### src/rtl/md_issue_ctrl.sv
// -----------------------------------------------------------------------------
// md_issue_ctrl
//   Issue and sequencing controller for the multiply-divide (HI/LO) unit.
//   It launches mult/div ops, counts their fixed latency and pulses the HI/LO
//   commit. It pulses the move-to write for MTLO/MTHI and produces the
//   decode-stage stall for any HI/LO-class instruction while the unit is busy.
//   An exception/interrupt request on the E stage suppresses launches.
//
//   Optional build macro:
//     MD_PERF_EN - adds perf_stall_cnt / perf_op_cnt counters. Both are
//                  32 bits, wrap around, and clear on reset.
// -----------------------------------------------------------------------------
module md_issue_ctrl #(
   parameter int MUL_LAT = 5,   // mult/multu launch-to-commit cycles (>=1)
   parameter int DIV_LAT = 10,  // div/divu launch-to-commit cycles (>=1)
   parameter int CNT_W   = 4    // must hold max(MUL_LAT, DIV_LAT)
) (
   input  logic             clk,
   input  logic             reset,      // asynchronous, active-low
   input  logic [3:0]       e_md_op,
   input  logic             req,
   input  logic             d_md_use,
   output logic             md_start,
   output logic [3:0]       md_op,
   output logic             md_mt_we,
   output logic             md_commit,
   output logic             busy,
   output logic             stall
`ifdef MD_PERF_EN
   ,
   output logic [31:0]      perf_stall_cnt,
   output logic [31:0]      perf_op_cnt
`endif
);

   // ---------------------------------------------------------------------------
   // Op encodings seen on the E stage
   // ---------------------------------------------------------------------------
   localparam logic [3:0] OP_NONE  = 4'd0;
   localparam logic [3:0] OP_MULT  = 4'd1;
   localparam logic [3:0] OP_MULTU = 4'd2;
   localparam logic [3:0] OP_DIV   = 4'd3;
   localparam logic [3:0] OP_DIVU  = 4'd4;
   localparam logic [3:0] OP_MTLO  = 4'd5;
   localparam logic [3:0] OP_MTHI  = 4'd6;
   localparam logic [3:0] OP_MFLO  = 4'd7;
   localparam logic [3:0] OP_MFHI  = 4'd8;

   localparam logic [CNT_W-1:0] MUL_CNT  = CNT_W'(MUL_LAT);
   localparam logic [CNT_W-1:0] DIV_CNT  = CNT_W'(DIV_LAT);
   localparam logic [CNT_W-1:0] CNT_ZERO = {CNT_W{1'b0}};
   localparam logic [CNT_W-1:0] CNT_ONE  = {{(CNT_W-1){1'b0}}, 1'b1};

   typedef enum logic [0:0] {
      IDLE = 1'b0,
      RUN  = 1'b1
   } state_t;

   state_t            state_q, state_d;
   logic [CNT_W-1:0]  cnt_q, cnt_d;

   logic              is_mul_s;
   logic              is_div_s;
   logic              is_mt_s;
   logic              issue_ok_s;

   // Classify the E-stage op; MF* and the undefined codes 9..15 do nothing here
   always_comb begin
      is_mul_s = 1'b0;
      is_div_s = 1'b0;
      is_mt_s  = 1'b0;
      case (e_md_op)
         OP_MULT, OP_MULTU: is_mul_s = 1'b1;
         OP_DIV,  OP_DIVU:  is_div_s = 1'b1;
         OP_MTLO, OP_MTHI:  is_mt_s  = 1'b1;
         OP_NONE, OP_MFLO, OP_MFHI: begin
            is_mul_s = 1'b0;
         end
         default: begin
            is_mul_s = 1'b0;
         end
      endcase
   end

   // An E-stage op may act only out of reset, with the unit idle and no flush.
   // Gating with reset keeps the combinational pulses low while reset is held.
   assign issue_ok_s = reset & (state_q == IDLE) & ~req;

   // Next-state and output decode for the IDLE/RUN sequencer
   always_comb begin
      state_d   = state_q;
      cnt_d     = cnt_q;
      md_start  = 1'b0;
      md_mt_we  = 1'b0;
      md_commit = 1'b0;
      md_op     = OP_NONE;
      case (state_q)
         IDLE: begin
            if (issue_ok_s && (is_mul_s || is_div_s)) begin
               md_start = 1'b1;
               md_op    = e_md_op;
               state_d  = RUN;
               cnt_d    = is_mul_s ? MUL_CNT : DIV_CNT;
            end else if (issue_ok_s && is_mt_s) begin
               md_mt_we = 1'b1;
               md_op    = e_md_op;
            end else begin
               state_d  = IDLE;
               cnt_d    = CNT_ZERO;
            end
         end
         RUN: begin
            // Ops arriving here broke the stall contract and are ignored;
            // a request does not cancel an op already in flight.
            if (cnt_q == CNT_ONE) begin
               md_commit = 1'b1;
               cnt_d     = CNT_ZERO;
               state_d   = IDLE;
            end else if (cnt_q == CNT_ZERO) begin
               // Inconsistent state: drop back to IDLE without committing
               cnt_d     = CNT_ZERO;
               state_d   = IDLE;
            end else begin
               cnt_d     = cnt_q - CNT_ONE;
               state_d   = RUN;
            end
         end
         default: begin
            state_d = IDLE;
            cnt_d   = CNT_ZERO;
         end
      endcase
   end

   // Sequencer state and latency counter; reset aborts any op in flight
   always_ff @(posedge clk or negedge reset) begin
      if (!reset) begin
         state_q <= IDLE;
         cnt_q   <= CNT_ZERO;
      end else begin
         state_q <= state_d;
         cnt_q   <= cnt_d;
      end
   end

   assign busy  = (state_q == RUN);
   // Stall also covers the launch cycle, so a following HI/LO op in decode waits
   assign stall = d_md_use & (busy | md_start);

`ifdef MD_PERF_EN
   logic [31:0] perf_stall_q;
   logic [31:0] perf_op_q;

   // Free-running stall-cycle and launch counters (wrap naturally)
   always_ff @(posedge clk or negedge reset) begin
      if (!reset) begin
         perf_stall_q <= 32'd0;
         perf_op_q    <= 32'd0;
      end else begin
         if (stall) begin
            perf_stall_q <= perf_stall_q + 32'd1;
         end
         if (md_start) begin
            perf_op_q <= perf_op_q + 32'd1;
         end
      end
   end

   assign perf_stall_cnt = perf_stall_q;
   assign perf_op_cnt    = perf_op_q;
`endif

endmodule

### config.mk
export PLATFORM = sky130hd
export DESIGN_NAME = md_issue_ctrl
export DESIGN_NICKNAME = d
export VERILOG_FILES = /design/src/rtl/md_issue_ctrl.sv
export SDC_FILE = /design/constraint.sdc
export NUM_CORES = 1
export LEC_CHECK = 0
export CAP_MARGIN = 40
export CORE_AREA = 2 2 39 41
export CTS_CLUSTER_DIAMETER = 200
export CTS_CLUSTER_SIZE = 28
export DETAILED_ROUTE_END_ITERATION = 10
export DIE_AREA = 0 0 41 43
export PLACE_DENSITY = 0.67
export SYNTH_ARGS = -nofsm -noshare
export SYNTH_HDL_FRONTEND = slang
export SYNTH_SLANG_ARGS = --single-unit
### constraint.sdc
create_clock -name clk -period 1.4 [get_ports clk]
set_input_delay 0.28 -clock clk [delete_from_list [all_inputs] [get_ports clk]]
set_output_delay 0.28 -clock clk [all_outputs]
set_load 0.05 [all_outputs]
# Word-level counts from Yosys, hierarchy flattened
# Cells that the tools add are included.
[totals]
regBits = 5
out_inout_bits = 9
[classes]
addsub = 1
n_eq_ne = 8
mux = 22
bitwise_logic = 6
n_reduce_logical = 7
[op_table]
columns = ["op", "n"]
rows = [
  ["$mux W4", 8],
  ["$eq A4 B3 Y1 const B", 3],
  ["$mux W1", 12],
  ["$eq A4 B1 Y1 const B", 2],
  ["$eq A4 B2 Y1 const B", 2],
  ["$pmux W4 S2", 1],
  ["$reduce_or A2 Y1", 3],
  ["$logic_not A4 Y1", 1],
  ["$sub A4 B1 Y4 const B", 1],
  ["$and A1 B1 Y1", 3],
  ["$ne A3 B3 Y1 const B", 1],
  ["$logic_and A1 B1 Y1", 2],
  ["$not A1 Y1", 2],
  ["$pmux W1 S2", 1],
  ["$logic_or A1 B1 Y1", 1],
  ["$or A1 B1 Y1", 1],
]

# Depth between registers and ports, before layout
# Gate-level depths: netlist (run 1).
[logic_depth]
word_depth = 9
ltp_mapped = 4

# Least setup slack after synthesis (run 1)
# OpenSTA, ideal clock, no wires.
[synth_path]
path_kind = "flip-flop to output port"
from = "register state_q, in the netlist busy"
to = "output port md_commit"
t_arrival_ps = 2297
required_ps = 1120
slack_ps = -1177
stages_incl_launch_ff = 3
path_buffers = 0
cell_sequence = "dfrtp_1 nand2_1 nor4_1"
[synth_via]
elab_chain_len = 1
[synth_lines]
columns = ["element", "line_no", "source"]
rows = [
  ["from (decl)", "59", "state_t state_q, state_d;"],
  ["from (signal assigned)", "141", "state_q <= state_d;"],
  ["$mux W1", "97", "case (state_q)"],
  ["to (decl)", "26", "output logic md_commit,"],
]
# Every way passes these cells.

# Worst setup path in the final report (run 1)
[layout_path]
from = "register state_q, in the netlist busy"
to = "output port stall"
[layout_via]
elab_chain_len = 8
[layout_lines]
columns = ["element", "line_no", "source"]
rows = [
  ["$not A1 Y1", "-", ""],
  ["$and A1 B1 Y1 (2 in a row)", "87", "assign issue_ok_s = reset & (state_q == IDLE) & ~req;"],
  ["$logic_and A1 B1 Y1", "99", "if (issue_ok_s && (is_mul_s || is_div_s)) begin"],
  ["$mux W1", "99", ""],
  ["$mux W1", "97", ""],
  ["$or A1 B1 Y1 (*)", "148", "assign stall = d_md_use & (busy | md_start);"],
  ["$and A1 B1 Y1 (*)", "148", ""],
  ["to (decl)", "28", "output logic stall"],
]
# Every way passes the cells marked *; elsewhere a longest branch is shown, timed or not.

==> out/qor.csv, run 1 <==
stage,metric,value,unit
logic_synthesis,yosys_register_bits,5,
routing,detail_route.first_pass.iterations,4,
layout,areaGrowthSynthToFinish,106,%
placed_design,weighted_congestion_at_the_end_of_routability_driven_global_placement,0.674,
clock_network,cts.sinks,5,
grt,antenna_found_initial,0,
flow_run,maxCapViolations,0,
power,irDropWorstVdd,0.000222,V
clock_network,worst_skew_pair.late_latency,230,ps
min_path,worstHoldPathType,in -> async,
layout,nNetsFinal,88,
layout,share_of_the_core_filled_with_cells,0.623,
setup_path,timing.critical_path.to_type,output pin,
logic_synthesis,asyncSetResetFlopFracSynth,1.00,
setup_path,path_max_fanout,3,
status,status,finished with violations,
logic_synthesis,syn_nets,57,
sta,timing_hold_violations_final,0,
floorplan,die_height,43,um
routing,dr_total_vias,459,
floorplan,fp.dieW,41,um
placed_design,detailedPlacementHpwl,834,um
logic_synthesis,avgSynthCellArea,8.53,um2
grt,vias_in_the_first_global_route,409,
clock_network,path_clk_slew,40,ps
clock_network,htree_num_levels,1,
logic_synthesis,synth.lib_cells_used.distinct,27,
placed_design,placed_cells_incl_taps,88,
setup_path,critPathLaunchType,flip-flop,
floorplan,die_area,0.00176,mm2
logic_synthesis,mappedNetlistArea,418,um2
routing,detail-route-antenna-nets,0,
sta,fin_crit,1790,ps
placed_design,port_buffers,15,
setup_path,worst-r2r-setup-slack,-10,ps
routing,post_drt_via_cell_ratio,4.83,
placed_design,dp_slack,-488,ps
layout,share_of_cells_above_drive_strength_1,0.494,
logic_synthesis,yosys_warnings,0,
sta,timing.clock.skew,0.542,ps
floorplan,core,0.00138,mm2
sta,min_period_over_period,1.28,
floorplan,initial_core_utilization,0.302,
sta,timing_max_transition_violations_final,0,
power,p_leak,0.420,nW
setup_path,worst-endpoint-arrival,1510,ps
logic_synthesis,yosys_most_used_dff,sky130_fd_sc_hd__dfrtp_1,
sta,least_setup_slack_across_all_paths_after_layout,-385,ps
routing,drt-total-wl,1.16,mm
clock_network,numCtsBuffers,3,
layout,antennaDiodeCount,0,
layout,fin_area,862,um2
sta,setup_viol,8,
routing,drt_first_iter_violations,4,
sta,timing.fmax,0.560,GHz
sta,hold-worst-slack,517,ps
grt,grt_pass1_wl,1.65,mm
grt,grt_overflow_total,0,
floorplan,boundaryPins,17,
logic_synthesis,synth-seq-area-share,0.299,
sta,rsz0062_at_grt,true,
setup_path,critical_path_required,1120,ps
grt,maximum_number_of_pins_on_one_net_before_global_route_repair,10,
floorplan,core.rowCount,14,
layout,layout.cells.non_filler,95,
power,powerDensity,565,mW/mm2
clock_network,cts_tree,yes,
setup_path,path_class,reg -> out,
placed_design,post_dp_cell_area,761,um2
clock_network,max-clock-path-buffers,2,
logic_synthesis,synth_enable_flop_cells,0,
logic_synthesis,netlist_instances,49,
status,violations,setup timing,
routing,routed_wire_length_per_instance,12.2,um
grt,grt.total_usage,0.128,
routing,drcViolationCount,0,
clock_network,clock-root-buffer,sky130_fd_sc_hd__clkbuf_4,
==> cell type report <==
| cell class | instances | area (um2) |
|---|---|---|
| Fill cell | 115 | 522 |
| Timing Repair Buffer | 29 | 349 |
| Multi-Input combinational cell | 39 | 330 |
| Sequential cell | 5 | 129 |
| Clock buffer | 4 | 26.3 |
| Tap cell | 16 | 20.0 |
| Inverter | 2 | 7.51 |
==> metal layers <==
layer  GRT usage  part of all wire
met1       0.170              0.42
met5           0                 0
met2       0.209              0.54
met3      0.0262             0.041
met4      0.0200                 0
==> stage by stage <==
step           TNS, ps  power (mW)
4_1_cts          -2950       0.485
3_3_place_gp     -3800       0.315
6_report         -2410       0.487
3_5_place_dp     -3900       0.317
5_1_grt          -3070       0.523
2_1_floorplan    -1170       0.238
==> worst paths after layout <==
kind	startpoint	end	cells past startpoint
hold reg to reg	cnt_q[0]$_DFFE_PN0P_	cnt_q[0]$_DFFE_PN0P_	1
max in group asynchronous	reset	busy$_DFF_PN0_	3
setup reg to reg	busy$_DFF_PN0_	cnt_q[1]$_DFFE_PN0P_	5
hold / removal	reset	cnt_q[0]$_DFFE_PN0P_	3
min in group clk	e_md_op[1]	busy$_DFF_PN0_	4
setup / recovery	busy$_DFF_PN0_	stall	4
==> synthesized netlist by cell type, types with 2 or more instances <==
cell	instances	area [um2]
sky130_fd_sc_hd__inv_1	2	7.51
sky130_fd_sc_hd__dfrtp_1	5	125
sky130_fd_sc_hd__nand2b_1	3	18.8
sky130_fd_sc_hd__nor2_1	4	15.0
sky130_fd_sc_hd__o21ai_0	2	10.0
sky130_fd_sc_hd__and3_2	3	22.5
sky130_fd_sc_hd__nor2b_1	2	12.5
sky130_fd_sc_hd__o22ai_1	2	12.5
sky130_fd_sc_hd__or3_1	2	12.5
sky130_fd_sc_hd__nand2_1	6	22.5
sky130_fd_sc_hd__o211ai_1	2	15.0
==> state kept, by name (all words and copies together), names as in the netlist <==
signal and cells:
busy 1, cnt_q 4
==> cells by family (layout without fill, tap and decap cells) <==
| group | count (synthesis) | count (layout) | synth area share |
|---|---|---|---|
| XOR/XNOR | 1 | 1 | 0.0210 |
| buffers and inverters | 5 | 35 | 0.0749 |
| other | 1 | 1 | 0.00897 |
| AND/OR/NAND/NOR | 25 | 25 | 0.383 |
| flip-flops | 5 | 5 | 0.299 |
| AO/OA/AOI/OAI | 12 | 12 | 0.213 |
==> power breakdown <==
| group | leakage [nW] | total (mW) | switching, mW | internal [mW] |
|---|---|---|---|---|
| logic | 0.338 | 0.167 | 0.0797 | 0.0874 |
| registers | 0.0670 | 0.159 | 0.00904 | 0.150 |
| clock network | 0.0150 | 0.160 | 0.0531 | 0.107 |
| total | 0.420 | 0.487 | 0.142 | 0.345 |
==> cells in the final DEF, fill, tap and decap left out, types with 2 or more instances in the layout <==
cell                             count
sky130_fd_sc_hd__buf_4              13
sky130_fd_sc_hd__buf_12              8
sky130_fd_sc_hd__nand2_1             5
sky130_fd_sc_hd__dlymetal6s2s_1      5
sky130_fd_sc_hd__and3_4              4
sky130_fd_sc_hd__dfrtp_1             4
sky130_fd_sc_hd__nand2b_1            3
sky130_fd_sc_hd__nor2_1              3
sky130_fd_sc_hd__clkbuf_4            3
sky130_fd_sc_hd__or3_1               2
sky130_fd_sc_hd__o21ai_0             2
sky130_fd_sc_hd__inv_1               2
sky130_fd_sc_hd__nor2b_1             2
sky130_fd_sc_hd__o211ai_1            2
sky130_fd_sc_hd__o22ai_2             2
==> repair_timing <==
action | 4_1_cts | 5_1_grt
setup buffers | 0 | 2
pin swaps | 5 | 5
cloned | 0 | 0
hold endpoints to repair | 0 | 3
hold buffers | 0 | 1
endpoints found under the setup margin | 9 | 11
resized for setup | 5 | 9
==> worst max-delay path, stage by stage, from the launching register on <==
cell	delay, ps
sky130_fd_sc_hd__dfrtp_4	480
sky130_fd_sc_hd__nor4b_4	280
sky130_fd_sc_hd__and3_4	250
sky130_fd_sc_hd__o21a_4	130
sky130_fd_sc_hd__buf_12	130
(Power assumes the default switching activity.)
==> run 2: changes to the inputs <==
--- a/config.mk
+++ b/config.mk
@@ -6,12 +6,14 @@
 export NUM_CORES = 1
 export LEC_CHECK = 0
 export CAP_MARGIN = 40
-export CORE_AREA = 2 2 39 41
+export CELL_PAD_IN_SITES_DETAIL_PLACEMENT = 0
+export CELL_PAD_IN_SITES_GLOBAL_PLACEMENT = 1
+export CORE_ASPECT_RATIO = 0.9
+export CORE_UTILIZATION = 26
 export CTS_CLUSTER_DIAMETER = 200
 export CTS_CLUSTER_SIZE = 28
 export DETAILED_ROUTE_END_ITERATION = 10
-export DIE_AREA = 0 0 41 43
-export PLACE_DENSITY = 0.67
+export PLACE_DENSITY = 0.75
 export SYNTH_ARGS = -nofsm -noshare
 export SYNTH_HDL_FRONTEND = slang
 export SYNTH_SLANG_ARGS = --single-unit
==> run 2 against run 1 <==
Against the previous run: clock skew is essentially flat; first-iteration DRC count grew 25%; critical path type unchanged; flip-flop and latch count is the same; the run still ends with setup timing left; hold slack gained 46 ps; sequential share of layout area grew 0.11 points; core utilization shrank 4.5 points; clock-buffer cell count is the same.
==> out/qor.csv, run 2 (synthesized netlist as in run 1, its figures left out) <==
stage,metric,value,unit
status,status,finished with violations,
status,violations,setup timing,
clock_network,htree_num_levels,1,
sta,timing_max_transition_violations_final,0,
layout,fillers,131,
placed_design,detailedPlacementHpwl,859,um
floorplan,core.rowCount,13,
sta,setup_viol,8,
floorplan,initial_core_utilization,0.282,
power,irDropWorstVdd,0.000395,V
power,powerDensity,574,mW/mm2
routing,routed_wire_length_per_instance,11.4,um
sta,hold-worst-slack,563,ps
layout,nNetsFinal,87,
floorplan,die_height,40.0,um
setup_path,timing.critical_path.slowest_stage_cell,sky130_fd_sc_hd__dfrtp_4,
layout,fin_area,856,um2
layout,largest_reg_flops,4,
clock_network,numCtsBuffers,3,
layout,largest_reg_by_ff_count,cnt_q,
placed_design,dp_slack,-511,ps
grt,antenna_found_initial,0,
sta,final_sum_of_negative_setup_slack,-2440,ps
grt,grt.total_usage,0.144,
routing,detail_route.first_pass.iterations,5,
setup_path,worst-endpoint-arrival,1480,ps
layout,antennaDiodeCount,0,
routing,drt-total-wl,1.14,mm
sta,min_period_over_period,1.25,
setup_path,path_class,reg -> out,
clock_network,cts.sinks,5,
setup_path,timing.critical_path.to_type,output pin,
routing,post_drt_via_cell_ratio,4.63,
setup_path,critical_path_required,1120,ps
layout,areaGrowthSynthToFinish,105,%
grt,maximum_number_of_pins_on_one_net_before_global_route_repair,9,
setup_path,critPathLaunchType,flip-flop,
sta,timing.clock.skew,0.378,ps
floorplan,die_area,0.00177,mm2
setup_path,critical_path.cell_chain,"nor4b_4, and3_4, o21a_4, buf_12",
layout,seqCellArea,129,um2
clock_network,worst_skew_pair.late_latency,240,ps
layout,share_of_cells_above_drive_strength_1,0.474,
placed_design,port_buffers,15,
floorplan,fp.dieW,44.3,um
layout,layout_common_cells,"sky130_fd_sc_hd__buf_12, sky130_fd_sc_hd__buf_4",
grt,grt_overflow_total,0,
clock_network,max-clock-path-buffers,2,
routing,dr_total_vias,463,
grt,grt_pass1_wl,1.81,mm
placed_design,weighted_congestion_at_the_end_of_routability_driven_global_placement,0.780,
floorplan,core,0.00148,mm2
floorplan,boundaryPins,17,
flow_run,maxCapViolations,0,
sta,least_setup_slack_across_all_paths_after_layout,-355,ps
setup_path,setup.worst_path.start,busy$_DFF_PN0_,
sta,timing_hold_violations_final,0,
sta,timing.fmax,0.570,GHz
setup_path,path_max_fanout,3,
min_path,worstHoldPathType,in -> async,
routing,detail-route-antenna-nets,0,
placed_design,post_dp_cell_area,753,um2
sta,rsz0062_at_grt,true,
clock_network,path_clk_slew,40,ps
routing,drcViolationCount,0,
setup_path,cpPeakStageDelay,480,ps
routing,drt_first_iter_violations,5,
layout,multi_input_area,313,um2
clock_network,clock-root-buffer,sky130_fd_sc_hd__clkbuf_4,
power,p_leak,0.407,nW
setup_path,crit-reg2reg-launch,busy$_DFF_PN0_,
clock_network,cts_tree,yes,
sta,fin_crit,1760,ps
grt,vias_in_the_first_global_route,401,
-- run 2: changes by cell type in the layout (fill, tap and decap cells not counted), moves of 2 or more --
cell                      before  now
sky130_fd_sc_hd__buf_4        13    8
sky130_fd_sc_hd__o22ai_2       2    0
sky130_fd_sc_hd__buf_6         0    4
sky130_fd_sc_hd__o22ai_1       0    2
-- run 2: power breakdown --
part	internal, mW	total (mW)	switching (mW)
Combinational	0.0869	0.165	0.0785
Sequential	0.150	0.159	0.00893
Clock	0.108	0.167	0.0590
-- run 2: timing repair --
item	CTS	global route
pin swaps	4	6
endpoints found under the hold margin	0	5
resized for setup	6	10
setup buffers	3	0
hold buffers	0	1
setup endpoints to repair	8	12
-- run 2: worst max-delay path, delay by kind of cell, from the launching register on --
family	cells	cell delay (ps)
compound gates	1	140
buf+inv	1	120
flops	1	480
simple gates	2	490
-- run 2: stage by stage --
step / power, mW / cells / util
after floorplan: 0.238 / 49 / -
after global placement: 0.312 / 92 / 0.509
after detailed placement: 0.314 / 92 / 0.509
after CTS: 0.492 / 99 / 0.549
after global routing: 0.524 / 100 / 0.578
final: 0.491 / 100 / 0.578
-- run 2: final timing paths --
check	end	slack, ps	cells after the start
max in group asynchronous	busy$_DFF_PN0_	720	3
worst min-delay path	busy$_DFF_PN0_	560	3
min in group clk	busy$_DFF_PN0_	580	4
worst min register to register	cnt_q[0]$_DFFE_PN0P_	620	1
worst max-delay path	stall	-360	4
worst max register to register	cnt_q[1]$_DFFE_PN0P_	80	4
-- run 2: cell type report --
type / instances / area share
timing repair buffer: 28 / 0.412
multi-input combinational: 39 / 0.365
sequential: 5 / 0.151
tap: 22 / 0.0322
clock buffer: 4 / 0.0307
inverter: 2 / 0.00877
-- run 2: metal layers --
metal | vias up | global-route usage | routed length, um | share of wire
met5 | - | 0 | 0 | 0
met4 | 0 | 0 | 0 | 0
met1 | 218 | 0.203 | 573 | 0.50
met3 | 0 | 0.0586 | 38 | 0.033
li1 | 232 | - | - | -
met2 | 13 | 0.217 | 523 | 0.46
